**src/rtl/ex_mdu_pkg.sv**
```systemverilog
// rtl/ex_mdu_pkg.sv - shared op encodings, state type and constants for the EX multiply/divide sequencer
package ex_mdu_pkg;

  localparam logic [1:0] MDU_MUL  = 2'b00;
  localparam logic [1:0] MDU_MULH = 2'b01;
  localparam logic [1:0] MDU_DIV  = 2'b10;
  localparam logic [1:0] MDU_REM  = 2'b11;

  localparam int MDU_ITER = 16;

  // Quotient reported when dividing by zero
  localparam logic [15:0] MDU_DIV0_Q = 16'hFFFF;

  typedef enum logic [1:0] {
    ST_IDLE    = 2'b00,
    ST_MUL_RUN = 2'b01,
    ST_DIV_RUN = 2'b10,
    ST_DONE    = 2'b11
  } mdu_state_t;

  // Ops with bit 1 set are divide-class (DIV/REM)
  function automatic logic mdu_is_div(input logic [1:0] op);
    return op[1];
  endfunction

endpackage

```
**src/rtl/ex_mdu_step.sv**
```systemverilog
// rtl/ex_mdu_step.sv - one combinational shift-add / restoring-divide iteration (divide path built only with EX_MDU_DIV_EN)
module mdu_step #(
  parameter int WIDTH = 16
) (
  input  logic             div_mode,
  input  logic [WIDTH:0]   hi_r,
  input  logic [WIDTH-1:0] lo_q,
  input  logic [WIDTH-1:0] op_b,
  output logic [WIDTH:0]   hi_r_next,
  output logic [WIDTH-1:0] lo_q_next
);

  logic [WIDTH:0]   mul_sum;
  logic [WIDTH:0]   r_shift;
  logic [WIDTH+1:0] r_diff;

  // R never exceeds the divisor before the shift, so the top bit of hi_r carries no information
  logic unused_step;
  assign unused_step = ^{div_mode, hi_r[WIDTH]};

  // Multiply step by default; a divide step overrides it when the divide path is built
  always_comb begin
    mul_sum   = {1'b0, hi_r[WIDTH-1:0]} + (lo_q[0] ? {1'b0, op_b} : '0);
    hi_r_next = {1'b0, mul_sum[WIDTH:1]};
    lo_q_next = {mul_sum[0], lo_q[WIDTH-1:1]};
    r_shift   = '0;
    r_diff    = '0;
`ifdef EX_MDU_DIV_EN
    if (div_mode) begin
      r_shift = {hi_r[WIDTH-1:0], lo_q[WIDTH-1]};
      r_diff  = {1'b0, r_shift} - {2'b00, op_b};
      if (!r_diff[WIDTH+1]) begin
        hi_r_next = r_diff[WIDTH:0];
        lo_q_next = {lo_q[WIDTH-2:0], 1'b1};
      end else begin
        hi_r_next = r_shift;
        lo_q_next = {lo_q[WIDTH-2:0], 1'b0};
      end
    end
`endif
  end

endmodule

```
**src/rtl/ex_mdu_ctrl.sv**
```systemverilog
// rtl/ex_mdu_ctrl.sv - EX-stage multi-cycle MUL/MULH/DIV/REM sequencer (divide support under EX_MDU_DIV_EN)
module ex_mdu_ctrl
  import ex_mdu_pkg::*;
#(
  parameter int WIDTH = 16,
  parameter int ITER  = MDU_ITER
) (
  input  logic             clk,
  input  logic             rst,
  input  logic             start,
  input  logic [1:0]       op,
  input  logic [WIDTH-1:0] op_a,
  input  logic [WIDTH-1:0] op_b,
  input  logic             flush,
  output logic             busy,
  output logic             stall,
  output logic             done,
  output logic [WIDTH-1:0] result,
  output logic             div_zero
);

  localparam int CW = $clog2(ITER) + 1;

  mdu_state_t       state, state_next;
  logic             sel_hi_q;
  logic [WIDTH-1:0] b_q;
  logic [WIDTH:0]   hi_q;
  logic [WIDTH-1:0] lo_q;
  logic [CW-1:0]    cnt_q;
  logic [WIDTH-1:0] result_q;
  logic [WIDTH:0]   step_hi;
  logic [WIDTH-1:0] step_lo;
  logic             last_iter;

  assign last_iter = (cnt_q == CW'(ITER - 1));
  assign result    = result_q;

  mdu_step #(.WIDTH(WIDTH)) u_step (
    .div_mode  (state == ST_DIV_RUN),
    .hi_r      (hi_q),
    .lo_q      (lo_q),
    .op_b      (b_q),
    .hi_r_next (step_hi),
    .lo_q_next (step_lo)
  );

  // State register
  always_ff @(posedge clk or negedge rst) begin
    if (!rst) state <= ST_IDLE;
    else      state <= state_next;
  end

  // Next-state and status outputs; flush overrides any transition
  always_comb begin
    state_next = state;
    busy       = 1'b0;
    done       = 1'b0;
    stall      = 1'b0;
    case (state)
      ST_IDLE: begin
        stall = start;
        if (start) begin
          if (!mdu_is_div(op)) begin
            state_next = ST_MUL_RUN;
          end else begin
`ifdef EX_MDU_DIV_EN
            state_next = (op_b != '0) ? ST_DIV_RUN : ST_DONE;
`else
            state_next = ST_DONE;
`endif
          end
        end
      end
      ST_MUL_RUN: begin
        busy  = 1'b1;
        stall = 1'b1;
        if (last_iter) state_next = ST_DONE;
      end
`ifdef EX_MDU_DIV_EN
      ST_DIV_RUN: begin
        busy  = 1'b1;
        stall = 1'b1;
        if (last_iter) state_next = ST_DONE;
      end
`endif
      ST_DONE: begin
        busy       = 1'b1;
        done       = 1'b1;
        state_next = ST_IDLE;
      end
      default: state_next = ST_IDLE;
    endcase
    if (flush) state_next = ST_IDLE;
  end

`ifdef EX_MDU_DIV_EN
  logic div_zero_q;
  assign div_zero = div_zero_q;

  // Divide-by-zero flag: cleared on accept, set when a divide request has a zero divisor
  always_ff @(posedge clk or negedge rst) begin
    if (!rst) begin
      div_zero_q <= 1'b0;
    end else if (!flush && state == ST_IDLE && start) begin
      div_zero_q <= mdu_is_div(op) && (op_b == '0);
    end
  end
`else
  assign div_zero = 1'b0;
`endif

  // Operand capture, iteration registers, counter and committed result
  always_ff @(posedge clk or negedge rst) begin
    if (!rst) begin
      sel_hi_q <= 1'b0;
      b_q      <= '0;
      hi_q     <= '0;
      lo_q     <= '0;
      cnt_q    <= '0;
      result_q <= '0;
    end else if (flush) begin
      cnt_q <= '0;
    end else begin
      case (state)
        ST_IDLE: begin
          if (start) begin
            sel_hi_q <= op[0];
            b_q      <= op_b;
            hi_q     <= '0;
            lo_q     <= op_a;
            cnt_q    <= '0;
`ifdef EX_MDU_DIV_EN
            if (mdu_is_div(op) && op_b == '0)
              result_q <= (op == MDU_DIV) ? MDU_DIV0_Q : op_a;
`else
            if (mdu_is_div(op))
              result_q <= '0;
`endif
          end
        end
        ST_MUL_RUN, ST_DIV_RUN: begin
          hi_q  <= step_hi;
          lo_q  <= step_lo;
          cnt_q <= cnt_q + 1'b1;
          if (last_iter) begin
            cnt_q    <= '0;
            // Even ops (MUL, DIV) report the low/quotient half, odd ops the high/remainder half
            result_q <= sel_hi_q ? step_hi[WIDTH-1:0] : step_lo;
          end
        end
        default: cnt_q <= '0;
      endcase
    end
  end

endmodule

```
**config.mk**
```make
export PLATFORM = sky130hd
export DESIGN_NAME = ex_mdu_ctrl
export DESIGN_NICKNAME = d
export VERILOG_FILES = /design/src/rtl/ex_mdu_pkg.sv /design/src/rtl/ex_mdu_step.sv /design/src/rtl/ex_mdu_ctrl.sv
export SDC_FILE = /design/constraint.sdc
export NUM_CORES = 1
export LEC_CHECK = 0
export ABC_AREA = 1
export CORE_MARGIN = 2
export CORE_UTILIZATION = 30
export DETAILED_ROUTE_END_ITERATION = 8
export PLACE_DENSITY = 0.59
export REMOVE_ABC_BUFFERS = 1
export SYNTH_ARGS = -nofsm -noshare
export SYNTH_HDL_FRONTEND = slang
export SYNTH_HIERARCHICAL = 1
export SYNTH_SLANG_ARGS = --single-unit
export TNS_END_PERCENT = 1
```
**constraint.sdc**
```tcl
create_clock -name clk -period 3 [get_ports clk]
set_clock_uncertainty 0.1 [all_clocks]
set_input_delay 0.6 -clock clk [delete_from_list [all_inputs] [get_ports clk]]
set_output_delay 0.6 -clock clk [all_outputs]
set_load 0.05 [all_outputs]
```
* Word level (Yosys, flattened, before mapping)
Index checks and enable logic that the tools add are counted.
** Word-level totals
- Register bits :: 72
- Input port bits :: 38
- Output and inout bits :: 20
** Cells by class
- $add $sub $neg :: 2
- Equal/unequal tests :: 9
- Multiplexer cells :: 22
- Bitwise gates (word level) :: 1
- Reduce and logical (&&, ||, !) cells :: 8
** Operators by type and width (number)
- two-way mux 16 bit :: 7
- one-hot mux 16 bit (2 select lines) :: 3
- adder 16 x 16 -> 17 bit :: 1
- two-way mux 5 bit :: 3
- one-hot mux 5 bit (2 select lines) :: 1
- two-way mux 2 bit :: 4
- inequality test 2 bit (second input constant) :: 3
- inequality test 3 bit (second input constant) :: 2
- AND reduction 3 bit :: 2
- adder 5 x 1 -> 5 bit (second input constant) :: 1
- == test 5 x 4 -> 1 bit (second input constant) :: 1
- AND reduction 5 bit :: 1
- == test 2 bit (second input constant) :: 2
- one-hot mux 2 bit (2 select lines) :: 1
- OR reduction 2 bit :: 2
- == test 2 x 1 -> 1 bit (second input constant) :: 1
- zero test 2 bit :: 1
- two-way mux 1 bit :: 2
- one-hot mux 1 bit (2 select lines) :: 1
- AND reduction 2 bit :: 1
- nonzero test 2 bit :: 1
- inverter 1 bit :: 1

* Longest topological paths before layout
Gate-level depths: netlist of run 1.
- Depth after elaboration :: 5
- Depth in mapped cells :: 18

* Modules after synthesis
Netlist of run 1, hierarchy kept.
** By module, submodules not included
- ex_mdu_ctrl :: times used 1, cells an instance 378, area each 3369.5 um^2, seq. area each 1826.8 um^2
- mdu_step :: times used 1, cells an instance 236, area each 1231.2 um^2, seq. area each 0.0 um^2

* Least setup slack after synthesis of run 1
Ideal clock, no wire load.
- Path kind :: reg-to-output
- Start :: reg state[0]
- End :: out stall
- Arrival time :: 1.856 ns
- Setup slack :: 0.444 ns
- Cell stages (with the launch flop) :: 5
- Path through :: dfrtp_1 > inv_1 > ha_1 > inv_2 > o21ai_0
** On the way
- Cells in the longest elaborated chain, start to end :: 2
- Elaborated cells between the ends (all ways) :: 3
** Ends and longest elaborated chain
- start, declared :: line ex_mdu_ctrl.sv:24 : mdu_state_t state, state_next;
- start signal, assigned :: line ex_mdu_ctrl.sv:50 : else state <= state_next;
- == test 2 x 1 -> 1 bit / zero test 2 bit (equally long branches) :: line ex_mdu_ctrl.sv:59 : case (state)
- one-hot mux 1 bit (2 select lines) * :: line ex_mdu_ctrl.sv:59
- end, declared :: line ex_mdu_ctrl.sv:16 : output logic stall,
Mark *: on every way between the ends. The rest lies on a longest branch, timed or not.

* Worst setup path after layout of run 1
- Start :: reg state[0]
- End :: out busy
** On the way
- Cells in the longest elaborated chain, start to end :: 3
- Elaborated cells between the ends (all ways) :: 4
** Ends and longest elaborated chain
- == test 2 x 1 -> 1 bit / == test 2 bit (equally long branches) :: line ex_mdu_ctrl.sv:59
- OR reduction 2 bit (no line) *
- two-way mux 1 bit * :: line ex_mdu_ctrl.sv:59
- end, declared :: line ex_mdu_ctrl.sv:15 : output logic busy,
Marks and branches as above.

==> flow_metrics.tcl, run 1 <==
set metrics [dict create \
    grt_pass1_vias 4088 \
    cts-root-buf "clkbuf_16" \
    postCtsHoldBufs 0 \
    rsz0062_at_grt "no" \
    cpPeakStageDelay_ps 700 \
    post-place-ws_ps 418.7 \
    r2r_start "lo_q[0]" \
    die_area_um2 16140 \
    max_freq_mhz 374.6 \
    firstDrtPassIters 5 \
    diodes 0 \
    drc 0 \
    die_h_um 127.1 \
    worst-setup-path-type "reg -> out" \
    routed_wl_mm 10.95 \
    cts_setup_buffers 0 \
    status "finished, final reports clean" \
    slew_viol_final 0 \
    cts_buffers 9 \
    start_kind "flip-flop" \
    yosys_warnings 6 \
    setup_tns_ps 0 \
    rr_endpoint "result[9]" \
    hold_class "in -> async" \
    syn2layout_area_growth_pct 20.21 \
    cts.reportedPaths.clkPinSlew_ps 60 \
    crit_slowest_cell "clkdlybuf4s50_1" \
    drt_iter0_markers 199 \
    clk_latency_ps 340 \
    cp_max_fo 4 \
    maxSlewHeadroom 0.5357 \
    gp_congestion 0.8444 \
    reg2regPathDepth 15 \
    nets 706 \
    cpLargestDelayFamily "buffers and inverters" \
    cts_resized 0 \
    grt_max_degree 45 \
    htree_levels 3 \
    worst_slack_ps 330.7 \
    worst_pin_slew_ps 696.5 \
    dpl.hpwl_mm 8.090 \
    post-route-period-util 0.8898 \
    grt-ovfl-total 0 \
    finalSetupViolCount 0 \
    numPortBuffers 56 \
    antenna_found_initial 0 \
    cts_num_sinks 72 \
    drive_gt1_frac 0.1012 \
    syn-instance-count 609 \
    critical_path.cell_chain "ha_1 -> or2_2 -> clkdlybuf4s50_1" \
    globalRouteTotalUtil 0.1441 \
    hold_violations 0 \
    rrSetupSlack_ps 410 \
    coreArea_um2 14640 \
    critical_path_arrival_ps 1970 \
    power.density_nw_per_um2 1056 \
    grt_pass1_wl_mm 19.03 \
    start_util 0.3102 \
    clk_path_buf_depth 2 \
    min_period_ps 2669 \
    drv_cap 0 \
    num_io_pins 58 \
    ant_nets 0 \
    worst_setup_path_end_kind "output pin" \
    rows 44 \
    syn_area_per_cell_um2 7.460 \
    netlist_area_um2 4543 \
    vdd_drop_max_mv 0.7313 \
    cts_tree "done" \
    die_w_um 127.1 \
    via_count 3872 \
    viasPerCell 4.632 \
    path_buf_inv 1 \
    leakage_nw 2.944 \
    required_ps 2300 \
    routedWlPerCell_um 13.10 \
]
==> power by group <==
part	total, mW	switching (mW)	internal, mW
clock network	1.04	0.415	0.627
registers	1.66	0.286	1.38
logic	3.07	1.99	1.07
total	5.77	2.69	3.08
==> metrics by stage <==
stage | instance area (um2) | hold WS, ps | power (mW) | utilization | cells
after floorplan | 4322 | 204.4 | 3.778 | - | 574
after global placement | 5175 | 366.0 | 4.701 | 0.3534 | 820
after detailed placement | 5175 | 366.5 | 4.756 | 0.3534 | 820
after CTS | 5461 | 227.7 | 5.822 | 0.3729 | 836
after global routing | 5461 | 262.0 | 6.262 | 0.3729 | 836
final | 5461 | 204.7 | 5.769 | 0.3729 | 836
==> sequential cells by signal, indices dropped and copies added (netlist names) <==
signal / flops
result: 16
cnt_q: 5
lo_q: 16
state: 2
b_q: 16
hi_q: 16
sel_hi_q: 1
==> final cells by class <==
cell class                      instances  area, um2
Fill cell                            1548       9183
Multi-Input combinational cell        434       2265
Sequential cell                        72       1802
Timing Repair Buffer                   62      623.1
Clock buffer                           14      274.0
Inverter                               68      255.2
Tap cell                              184      230.2
Clock inverter                          2      12.51
==> worst max-delay path by stage <==
stage / start / to / slack, ps / cells after the start
6_report: state[0] / busy / 330 / 3
5_1_grt: lo_q[0] / result[9] / 120 / 15
4_1_cts: state[0] / busy / 320 / 3
3_5_place_dp: lo_q[0] / result[9] / 420 / 15
3_3_place_gp: lo_q[0] / result[7] / 410 / 14
2_1_floorplan: state[0] / result[0] / 370 / 9
==> metal layers <==
metal / part of all wire / GRT usage
met4: 0.015 / 0.04202
met1: 0.47 / 0.1871
met5: 0 / 0
met3: 0.044 / 0.03350
met2: 0.47 / 0.2407
==> layout by cell type, fill, tap and decap left out, types with 2 or more instances in the layout <==
cell and count:
a21oi_1 24, a22o_1 17, buf_12 2, buf_4 5, clkbuf_1 2, clkbuf_16 9
clkbuf_8 3, clkdlybuf4s50_1 54, dfrtp_1 72, ha_1 20, inv_1 62, inv_2 5
mux2_2 16, nand2_1 263, nand2_2 9, nand3_1 29, nand3_2 2, nand3b_1 2
nor2_1 19, nor2_2 2, nor3_2 3, o21ai_0 6, or2_1 2, or2_2 2
xor2_1 7
Note: power is estimated with default switching activity, not from simulation.
==> run 2: changes to the inputs <==
Settings changed: PLACE_DENSITY 0.59 to 0.6, SYNTH_HIERARCHICAL 1 to not set.
Clock period 3 ns to 2.6 ns, I/O delays scaled along.
==> run 2 against run 1 <==
Global-route usage grew 0.21 points. Final area shrank 1.8%. Clock power grew 17%. Non-clock buffer count grew 2. Total power grew 11%. Utilization grew 1.2 points. Via count shrank 3.6%. Flip-flop and latch count is the same. Combinational power grew 10%. Final cell count grew 1.4%. Worst hold slack lost 110 ps. Critical endpoint is now done. Largest cell class unchanged. Largest power group unchanged. Highest routed layer unchanged.
==> flow_metrics.tcl, run 2 <==
set metrics [dict create \
    status "finished, final reports clean" \
    grt_pass1_wl_mm 17.38 \
    yosysSeqAreaShare 0.4193 \
    cts-root-buf "clkbuf_16" \
    worst_pin_slew_ps 543.1 \
    firstDrtPassIters 5 \
    mostFrequentLayoutCells "259 x nand2_1, 89 x inv_1, 72 x dfrtp_1" \
    die_w_um 123.7 \
    cpLargestDelayFamily "buffers and inverters" \
    synth-compound-area-share 0.1031 \
    critical_path_arrival_ps 1710 \
    grt_max_degree 73 \
    num_io_pins 58 \
    antenna_found_initial 0 \
    slew_viol_final 0 \
    max_freq_mhz 429.3 \
    total_power_mw 6.418 \
    async_flop_share 1.000 \
    critical_path.cell_chain "ha_1 -> clkdlybuf4s50_1" \
    syn_area_per_cell_um2 7.078 \
    synth_top_area_frac 0.4193 \
    routedWlPerCell_um 12.18 \
    diodes 0 \
    die_area_um2 15300 \
    routed_wl_mm 10.33 \
    syn-instance-count 607 \
    yosysMostFrequentCell "nand2_1" \
    drt_iter0_markers 225 \
    hold_slack_ps 97.58 \
    synthTopCellsByArea "dfrtp_1 42%, nand2_1 23%, inv_1 7.8%, ha_1 5.8%, o21ai_0 2.7%" \
    r2r_start "lo_q[0]" \
    gp_congestion 0.8812 \
    start_kind "flip-flop" \
    grt_pass1_vias 3741 \
    ys.flop_type "dfrtp_1" \
    die_h_um 123.7 \
    post-route-period-util 0.8960 \
    cts.reportedPaths.clkPinSlew_ps 60 \
    vdd_drop_max_mv 0.7591 \
    worst-setup-path-type "reg -> out" \
    path_buf_inv 1 \
    cts_num_sinks 72 \
    viasPerCell 4.403 \
    worst_setup_path_end_kind "output pin" \
    ant_nets 0 \
    leakage_nw 2.875 \
    htree_levels 3 \
    drive_gt1_frac 0.06287 \
    power.density_nw_per_um2 1197 \
    cp_max_fo 4 \
    rrSetupSlack_ps 350 \
    yosysTopAreaCell "dfrtp_1" \
    clk_path_buf_depth 2 \
    dpl.hpwl_mm 7.602 \
    drc 0 \
    synth-simple-area-share 0.2915 \
    maxSlewHeadroom 0.6368 \
    clk_latency_ps 340 \
    globalRouteTotalUtil 0.1462 \
    synth_top_family_by_area "simple AND/OR/NAND/NOR gates" \
    netlist_area_um2 4297 \
    drv_cap 0 \
    final_common_cell "nand2_1" \
    yosys_warnings 0 \
    grt-ovfl-total 0 \
    min_period_ps 2330 \
    rows 43 \
    setup_tns_ps 0 \
    start_util 0.3083 \
    postCtsHoldBufs 0 \
    cts_tree "done" \
    coreArea_um2 13930 \
    hold_violations 0 \
    hold_class "in -> async" \
    reg2regPathDepth 11 \
    cp-startpoint "state[0]" \
    ys_ff_latch 72 \
    cts_buffers 9 \
    numPortBuffers 56 \
    synthMuxAreaShare 0 \
    rsz0062_at_grt "no" \
    required_ps 1980 \
    crit_slowest_cell "clkdlybuf4s50_1" \
    synthTopCellsByCount "259 x nand2_1, 89 x inv_1, 72 x dfrtp_1, 23 x o21ai_0, 21 x nor2_1" \
    synth-xor-area-share 0.01631 \
    rr_endpoint "hi_q[15]" \
    synth-edff-count 0 \
    cpPeakStageDelay_ps 800 \
    syn2layout_area_growth_pct 24.81 \
    ys_types 32 \
    synthAdderAreaFrac 0.06290 \
    nets 722 \
    via_count 3734 \
    post-route-util 0.3848 \
    finalSetupViolCount 0 \
]
## run 2: area by class of cell
| class | count | area, um2 |
|---|---|---|
| Multi-Input combinational cell | 422 | 2039 |
| Timing Repair Buffer | 64 | 653.1 |
| Clock buffer | 11 | 232.7 |
| Inverter | 94 | 352.8 |
| Sequential cell | 72 | 1802 |
| Clock inverter | 5 | 57.56 |
| Fill cell | 1438 | 8572 |
| Tap cell | 180 | 225.2 |
## run 2: logic make-up (layout without fill, tap and decap cells)
family,count (synthesis),after routing
xor+xnor,8,8
buf+inv,113,174
simple gates,316,316
fa+ha+maj,21,21
other cells,1,1
compound gates,76,76
flops,72,72
## run 2: through the flow
step | cell area (um2) | setup WS, ps | std cells
floorplan | 4194 | 69.91 | 588
global placement | 5070 | 351.6 | 832
detailed placement | 5070 | 319.8 | 832
CTS | 5360 | 18.08 | 848
global route | 5363 | 191.2 | 848
finish | 5363 | 270.5 | 848
## run 2: how the worst max path moves through the flow
stage | end | slack [ps] | depth (start not counted)
global route | done | 190 | 2
global placement | hi_q[15] | 350 | 11
finish | done | 270 | 2
floorplan | lo_q[10] | 70 | 8
detailed placement | b_q[4] | 320 | 6
CTS | busy | 20 | 3
## run 2: report_power, final
group / internal, mW / switching [mW] / total [mW]
registers: 1.56 / 0.252 / 1.82
logic: 1.16 / 2.21 / 3.38
clock network: 0.743 / 0.481 / 1.22
total: 3.47 / 2.95 / 6.42
## run 2: per-layer routing
metal,GRT usage,up-vias,share of wire
met5,0,-,0
met4,0.04474,0,0.011
met3,0.03663,8,0.043
met2,0.2476,66,0.48
met1,0.1833,1677,0.47
li1,-,1983,-
## run 2: worst register-to-register path, cell delays in order, from the launching register on
cell     delay, ps
dfrtp_1        370
buf_4          220
nand2_1        120
fa_1           430
inv_1           90
nand3_1         60
nand2_1        130
nand3_1        120
nand3_1        140
nand2_1         90
and2_1         140
o21ai_0        140
## run 2: what timing repair did
item | 4_1_cts | 5_1_grt
buffers inserted | 0 | 0
resized for setup | 0 | 1
endpoints found under the setup margin | 0 | 1
